<file path="src/rtl/p88_load_ctrl.sv">
// p88_load_ctrl: parses a P88 ioctl download into DRAM section writes and a ROM far-JMP reset vector
module p88_load_ctrl #(
  parameter int ADDR_W     = 20,
  parameter int ROM_ADDR_W = 3
) (
  input  logic              clk_sys,
  input  logic              resetL,
  input  logic              ioctl_download,
  input  logic              ioctl_wr,
  input  logic [7:0]        ioctl_dout,
  output logic              ioctl_wait,
  output logic              load_reset,
  output logic [ADDR_W-1:0] mem_addr,
  output logic [7:0]        mem_data,
  output logic              mem_req,
  input  logic              mem_ack,
  output logic              mem_sel_rom,
  output logic              vector_valid,
  output logic              error,
  output logic [7:0]        sections
);
  typedef enum logic [2:0] {IDLE, CMD, HDR_C8, DATA, DATA_WR, HDR_CA, VEC, ERR} state_t;
  state_t state, state_n;
  logic dl_q, rise, fall, take;
  logic [2:0] idx, idx_n;
  logic [15:0] seg, seg_n, off, off_n, len, len_n;
  logic [ADDR_W-1:0] addr_n;
  logic [7:0] data_n, sec_n, sec_inc, vec_byte;
  logic [ROM_ADDR_W-1:0] rom_addr;
  logic req_n, rom_n, wait_n, lr_n, vv_n, err_n;
  assign rise     = ioctl_download & ~dl_q;
  assign fall     = ~ioctl_download & dl_q;
  assign take     = ioctl_wr & ~ioctl_wait;
  assign sec_inc  = (sections == 8'hFF) ? sections : sections + 8'd1;
  assign rom_addr = ROM_ADDR_W'(idx);
  assign vec_byte = (idx == 3'd0) ? 8'hEA :
                    (idx == 3'd1) ? off[7:0] :
                    (idx == 3'd2) ? off[15:8] :
                    (idx == 3'd3) ? seg[7:0] : seg[15:8];
  // state and datapath registers; everything clears on reset
  always_ff @(posedge clk_sys or negedge resetL) begin
    if (!resetL) begin
      state        <= IDLE;
      dl_q         <= 1'b0;
      idx          <= '0;
      seg          <= '0;
      off          <= '0;
      len          <= '0;
      mem_addr     <= '0;
      mem_data     <= '0;
      mem_req      <= 1'b0;
      mem_sel_rom  <= 1'b0;
      ioctl_wait   <= 1'b0;
      load_reset   <= 1'b0;
      vector_valid <= 1'b0;
      error        <= 1'b0;
      sections     <= '0;
    end else begin
      state        <= state_n;
      dl_q         <= ioctl_download;
      idx          <= idx_n;
      seg          <= seg_n;
      off          <= off_n;
      len          <= len_n;
      mem_addr     <= addr_n;
      mem_data     <= data_n;
      mem_req      <= req_n;
      mem_sel_rom  <= rom_n;
      ioctl_wait   <= wait_n;
      load_reset   <= lr_n;
      vector_valid <= vv_n;
      error        <= err_n;
      sections     <= sec_n;
    end
  end
  // record parser: download edges override everything, otherwise step the current record
  always_comb begin
    state_n = state;
    idx_n   = idx;
    seg_n   = seg;
    off_n   = off;
    len_n   = len;
    addr_n  = mem_addr;
    data_n  = mem_data;
    req_n   = mem_req;
    rom_n   = mem_sel_rom;
    wait_n  = ioctl_wait;
    lr_n    = load_reset;
    vv_n    = vector_valid;
    err_n   = error;
    sec_n   = sections;
    if (fall) begin
      state_n = IDLE;
      lr_n    = 1'b0;
      req_n   = 1'b0;
      wait_n  = 1'b0;
    end else if (rise) begin
      state_n = CMD;
      lr_n    = 1'b1;
      req_n   = 1'b0;
      wait_n  = 1'b0;
      vv_n    = 1'b0;
      err_n   = 1'b0;
      sec_n   = '0;
    end else begin
      case (state)
        CMD: begin
          wait_n = 1'b0;
          if (take) begin
            idx_n = '0;
            if (ioctl_dout == 8'hC8) state_n = HDR_C8;
            else if (ioctl_dout == 8'hCA) state_n = HDR_CA;
            else begin
              state_n = ERR;
              err_n   = 1'b1;
            end
          end
        end
        HDR_C8: if (take) begin
          idx_n = idx + 3'd1;
          case (idx)
            3'd0: seg_n[7:0]  = ioctl_dout;
            3'd1: seg_n[15:8] = ioctl_dout;
            3'd2: off_n[7:0]  = ioctl_dout;
            3'd3: off_n[15:8] = ioctl_dout;
            3'd6: len_n[7:0]  = ioctl_dout;
            3'd7: begin
              len_n[15:8] = ioctl_dout;
              addr_n      = ADDR_W'({seg, 4'd0}) + ADDR_W'(off);
              if ({ioctl_dout, len[7:0]} == 16'd0) begin
                sec_n   = sec_inc;
                state_n = CMD;
              end else state_n = DATA;
            end
            default: ;
          endcase
        end
        DATA: begin
          wait_n = 1'b0;
          if (take) begin
            data_n  = ioctl_dout;
            req_n   = 1'b1;
            rom_n   = 1'b0;
            wait_n  = 1'b1;
            state_n = DATA_WR;
          end
        end
        DATA_WR: if (mem_req && mem_ack) begin
          req_n  = 1'b0;
          addr_n = mem_addr + ADDR_W'(1);
          len_n  = len - 16'd1;
          if (len == 16'd1) begin
            sec_n   = sec_inc;
            state_n = CMD;
          end else state_n = DATA;
        end
        HDR_CA: if (take) begin
          idx_n = idx + 3'd1;
          case (idx)
            3'd0: seg_n[7:0]  = ioctl_dout;
            3'd1: seg_n[15:8] = ioctl_dout;
            3'd2: off_n[7:0]  = ioctl_dout;
            default: begin
              off_n[15:8] = ioctl_dout;
              wait_n      = 1'b1;
              idx_n       = '0;
              state_n     = VEC;
            end
          endcase
        end
        VEC: begin
          if (!mem_req) begin
            req_n  = 1'b1;
            rom_n  = 1'b1;
            addr_n = ADDR_W'(rom_addr);
            data_n = vec_byte;
          end else if (mem_ack) begin
            req_n = 1'b0;
            idx_n = idx + 3'd1;
            if (idx == 3'd4) begin
              wait_n  = 1'b0;
              vv_n    = 1'b1;
              state_n = CMD;
            end
          end
        end
        default: ;
      endcase
    end
  end
endmodule

</file>
<file path="config.mk">
export PLATFORM = sky130hd
export DESIGN_NAME = p88_load_ctrl
export DESIGN_NICKNAME = d
export VERILOG_FILES = /design/src/rtl/p88_load_ctrl.sv
export SDC_FILE = /design/constraint.sdc
export NUM_CORES = 1
export LEC_CHECK = 0
export ABC_AREA = 0
export BUFFER_PORTS_ARGS = -buffer_cell sky130_fd_sc_hd__buf_2
export CAP_MARGIN = 0
export CORE_MARGIN = 2
export CORE_UTILIZATION = 45
export CTS_BUF_LIST = sky130_fd_sc_hd__clkbuf_16
export DETAILED_ROUTE_END_ITERATION = 7
export RECOVER_POWER = 50
export SLEW_MARGIN = 40
export SYNTH_ARGS = -nofsm -noshare
export SYNTH_HDL_FRONTEND = slang
export SYNTH_SLANG_ARGS = --single-unit
</file>
<file path="constraint.sdc">
create_clock -name clk_sys -period 4.53 [get_ports clk_sys]
set_clock_uncertainty 0.15 [all_clocks]
set_input_delay 0.906 -clock clk_sys [delete_from_list [all_inputs] [get_ports clk_sys]]
set_output_delay 0.906 -clock clk_sys [all_outputs]
set_load 0.1 [all_outputs]
</file>
==> flow_metrics.env <==
export IMPL_tightestPinTransition_ns=1.87
export IMPL_die_area_um2=14800
export IMPL_synth_xor_area_frac=0.0211
export IMPL_cts_made_buffers=9
export IMPL_nNetsFinal=764
export IMPL_period_share=0.731
export IMPL_powerDensity_nw_per_um2=745
export IMPL_drtPass1Iterations=5
export IMPL_cpMaxStageDelayCell="clkbuf_1"
export IMPL_cpLargestDelayFamily="buffers and inverters"
export IMPL_synth_flop_cell="dfrtp_1"
export IMPL_setup_slack_ns=1.22
export IMPL_critical_path_buf_inv_count=2
export IMPL_gr_total_overflow=0
export IMPL_yosys_register_bits=97
export IMPL_vias_per_cell=6.19
export IMPL_pwr_share_clk=0.132
export IMPL_cts_root_buf="clkbuf_16"
export IMPL_yosysUniqueCellTypes=70
export IMPL_hpwl_um=12900
export IMPL_synthMuxAreaShare=0.0859
export IMPL_violations="max-capacitance violations, max-slew violations"
export IMPL_numClockSinks=97
export IMPL_met2_usage=0.384
export IMPL_die_w_um=122
export IMPL_critical_path_endpoint_type="async pin"
export IMPL_fp_row_count=43
export IMPL_path_cells="clkbuf_1 > clkbuf_1"
export IMPL_routedWlPerCell_um=19.6
export IMPL_synth_compound_area_frac=0.229
export IMPL_cp_slowest_stage_delay_ns=1.42
export IMPL_busiest_layer="met2"
export IMPL_area_growth_pct=10.2
export IMPL_slew_headroom=-0.247
export IMPL_synthAdderAreaFrac=0.0534
export IMPL_hold_buffers=0
export IMPL_p_switching_w=0.00272
export IMPL_grt_pass1_vias=5273
export IMPL_cap_violations=1
export IMPL_cts_tree="yes"
export IMPL_worstSkewPairLatency_ns=0.35
export IMPL_synthSimpleGateAreaFrac=0.191
export IMPL_critPathMaxFanout=32
export IMPL_grt_antenna_before_repair=0
export IMPL_hold_class="flop to flop"
export IMPL_first_iter_violations=557
export IMPL_die_h_um=122
export IMPL_pwr_share_comb=0.547
export IMPL_wirelength_um=17800
export IMPL_vias=5610
export IMPL_final_antenna_net_count=0
export IMPL_synth_top_family_by_area="compound AO/OA/AOI/OAI gates"
export IMPL_finalSetupViolations=0
export IMPL_synth_async_reset_ratio=1.00
export IMPL_yosysWarningCount=0
export IMPL_maxSlewViolCount=33
export IMPL_crit_type="input port to async pin"
export IMPL_grt_setup_unrepaired="false"
export IMPL_vdd_drop_max_uv=271
export IMPL_fillers=1335
export IMPL_htree_levels=3
export IMPL_finalSetupTns_ns=0
export IMPL_layout_drive_gt1_share=0.138
export IMPL_cts_resized=0
export IMPL_critPathRequiredTime_ns=4.48
export IMPL_p_leak_nw=2.94
export IMPL_syn_area_per_cell_um2=9.08
export IMPL_post_place_ws_ns=0.978
export IMPL_use_met1=0.356
export IMPL_status="finished with violations"
export IMPL_swShare=0.531
export IMPL_port_buffer_count=54
export IMPL_yosysSeqAreaShare=0.389
export IMPL_io_pins=55
export IMPL_syn_cell_area_um2=6230
export IMPL_arrival_ns=3.26
export IMPL_syn_nets=725
export IMPL_gr_usage_met3=0.0473
export IMPL_grt_max_degree=49
export IMPL_clk_path_buf_depth=2
export IMPL_max_freq_ghz=0.302
export IMPL_fin_total_pwr_w=0.00512
export IMPL_grt_usage=0.251
export IMPL_n_antenna_cell=0
export IMPL_hold_viol=0
export IMPL_place_gp_congestion=0.896
export IMPL_postCtsSetupRepairBufs=0
export IMPL_clk_pin_slew_ns=0.06
export IMPL_start_util=0.454
export IMPL_cp_start_kind="input port"
export IMPL_drc=0
export IMPL_cpMostUsedCell="clkbuf_1"
export IMPL_syn_inst=686
export IMPL_coreArea_um2=13700
export IMPL_synth_edf_count=0
export IMPL_intPower_w=0.00240
export IMPL_layout_min_cycle_time_ns=3.31
export IMPL_seqPwrFrac=0.321
export IMPL_grt_pass1_wl_um=28800
==> per-stage QoR <==
step | std cells | area [µm²] | util | hold slack, ns
floorplan | 686 | 6230 | - | 0.307
global placement | 893 | 6640 | 0.484 | 0.316
finish | 907 | 6870 | 0.500 | 0.333
CTS | 907 | 6900 | 0.503 | 0.294
global route | 907 | 6870 | 0.500 | 0.372
detailed placement | 894 | 6660 | 0.485 | 0.322
==> cells in the final DEF, fill, tap and decap left out, drive strengths merged, types with 13 or more instances in the layout <==
cell type and instances:
a21oi 48, and3 14, buf 38, clkbuf 32
dfrtp 97, ha 25, inv 16, mux2 36
mux2i 13, nand2 70, nand3 14, nand4 14
nor2 54, o21ai 76, o22ai 13
==> worst min-delay path, stage by stage (launching register included) <==
cell,delay (ns)
dfrtp_1,0.35
nand2_1,0.05
o21ai_0,0.06
==> synth_stat cells, drive strengths merged (3+ instances only) <==
master / count / area, µm²
nor3b: 4 / 30.0
a211oi: 4 / 35.0
xor2: 6 / 52.6
mux2: 36 / 405
or3: 4 / 26.3
o2bb2ai: 8 / 70.1
a41oi: 3 / 26.3
a221oi: 5 / 43.8
a21o: 4 / 30.0
nand3b: 3 / 22.5
nand3: 14 / 82.6
and3: 14 / 87.6
dfrtp: 97 / 2430
inv: 14 / 52.6
a21oi: 48 / 240
o31ai: 4 / 30.0
xnor2: 9 / 78.8
o21ai: 76 / 380
nor3: 10 / 50.1
a22o: 9 / 78.8
nand2: 70 / 265
o31a: 5 / 43.8
nor4: 12 / 111
a32oi: 4 / 35.0
buf: 8 / 38.8
ha: 25 / 313
o41ai: 3 / 26.3
clkbuf: 25 / 93.8
mux2i: 13 / 130
nand4: 14 / 87.6
a211o: 3 / 26.3
and2: 8 / 50.1
nor2b: 7 / 43.8
a31oi: 9 / 56.3
o21a: 3 / 22.5
nand2b: 7 / 46.3
nor2: 54 / 203
o2111ai: 3 / 26.3
o22ai: 13 / 81.3
==> state kept, by name, summed over array words and instances (netlist names), 3 cells and up <==
| signal | flops |
|---|---|
| len | 16 |
| idx | 3 |
| off | 16 |
| sections | 8 |
| seg | 16 |
| state | 3 |
| mem_data | 8 |
| mem_addr | 20 |
==> final timing paths <==
kind | startpoint | to | slack, ns | depth (start not counted)
worst min-delay path | mem_data[5]$_DFFE_PN0P_ | mem_data[5]$_DFFE_PN0P_ | 0.33 | 2
worst max register to register | state[1]$_DFFE_PN0P_ | state[1]$_DFFE_PN0P_ | 1.35 | 6
worst max-delay path | resetL | len[1]$_DFFE_PN0P_ | 1.22 | 2
worst min register to register | mem_data[5]$_DFFE_PN0P_ | mem_data[5]$_DFFE_PN0P_ | 0.33 | 2
min in group asynchronous | resetL | seg[11]$_DFFE_PN0P_ | 0.67 | 1
max in group clk_sys | ioctl_download | mem_addr[18]$_DFFE_PN0P_ | 1.32 | 9
==> final cells by class <==
class | count | area (µm²) | area share
well taps | 180 | 225 | 0.0328
inverters | 15 | 56.3 | 0.00820
clock buffers | 9 | 225 | 0.0328
multi-input cells | 541 | 3630 | 0.528
clock inverters | 4 | 16.3 | 0.00237
repair buffers | 61 | 288 | 0.0419
flip-flops and latches | 97 | 2430 | 0.354
==> logic make-up (layout without fill, tap and decap cells) <==
family,Yosys count,after routing
xor gates and xnor gates,15,15
AOI/OAI and AO/OA,220,220
muxes,49,49
adders and majority gates,26,26
DFF,97,97
and+or+nand+nor,231,231
buffers and inverters,48,89
==> per-layer routing <==
metal	wire, µm	share of wire
met5	0	0
met4	515	0.029
met3	994	0.056
met2	8090	0.45
met1	8180	0.46
==> power groups by stage <==
stage / combinational, W / clock, W / sequential, W
3_5_place_dp: 0.00279 / 0 / 0.00164
2_1_floorplan: 0.00151 / 0 / 0.00225
5_1_grt: 0.00303 / 0.000728 / 0.00170
4_1_cts: 0.00280 / 0.000691 / 0.00163
6_report: 0.00280 / 0.000677 / 0.00164
3_3_place_gp: 0.00275 / 0 / 0.00163
Note: power is estimated with default switching activity, not from simulation.
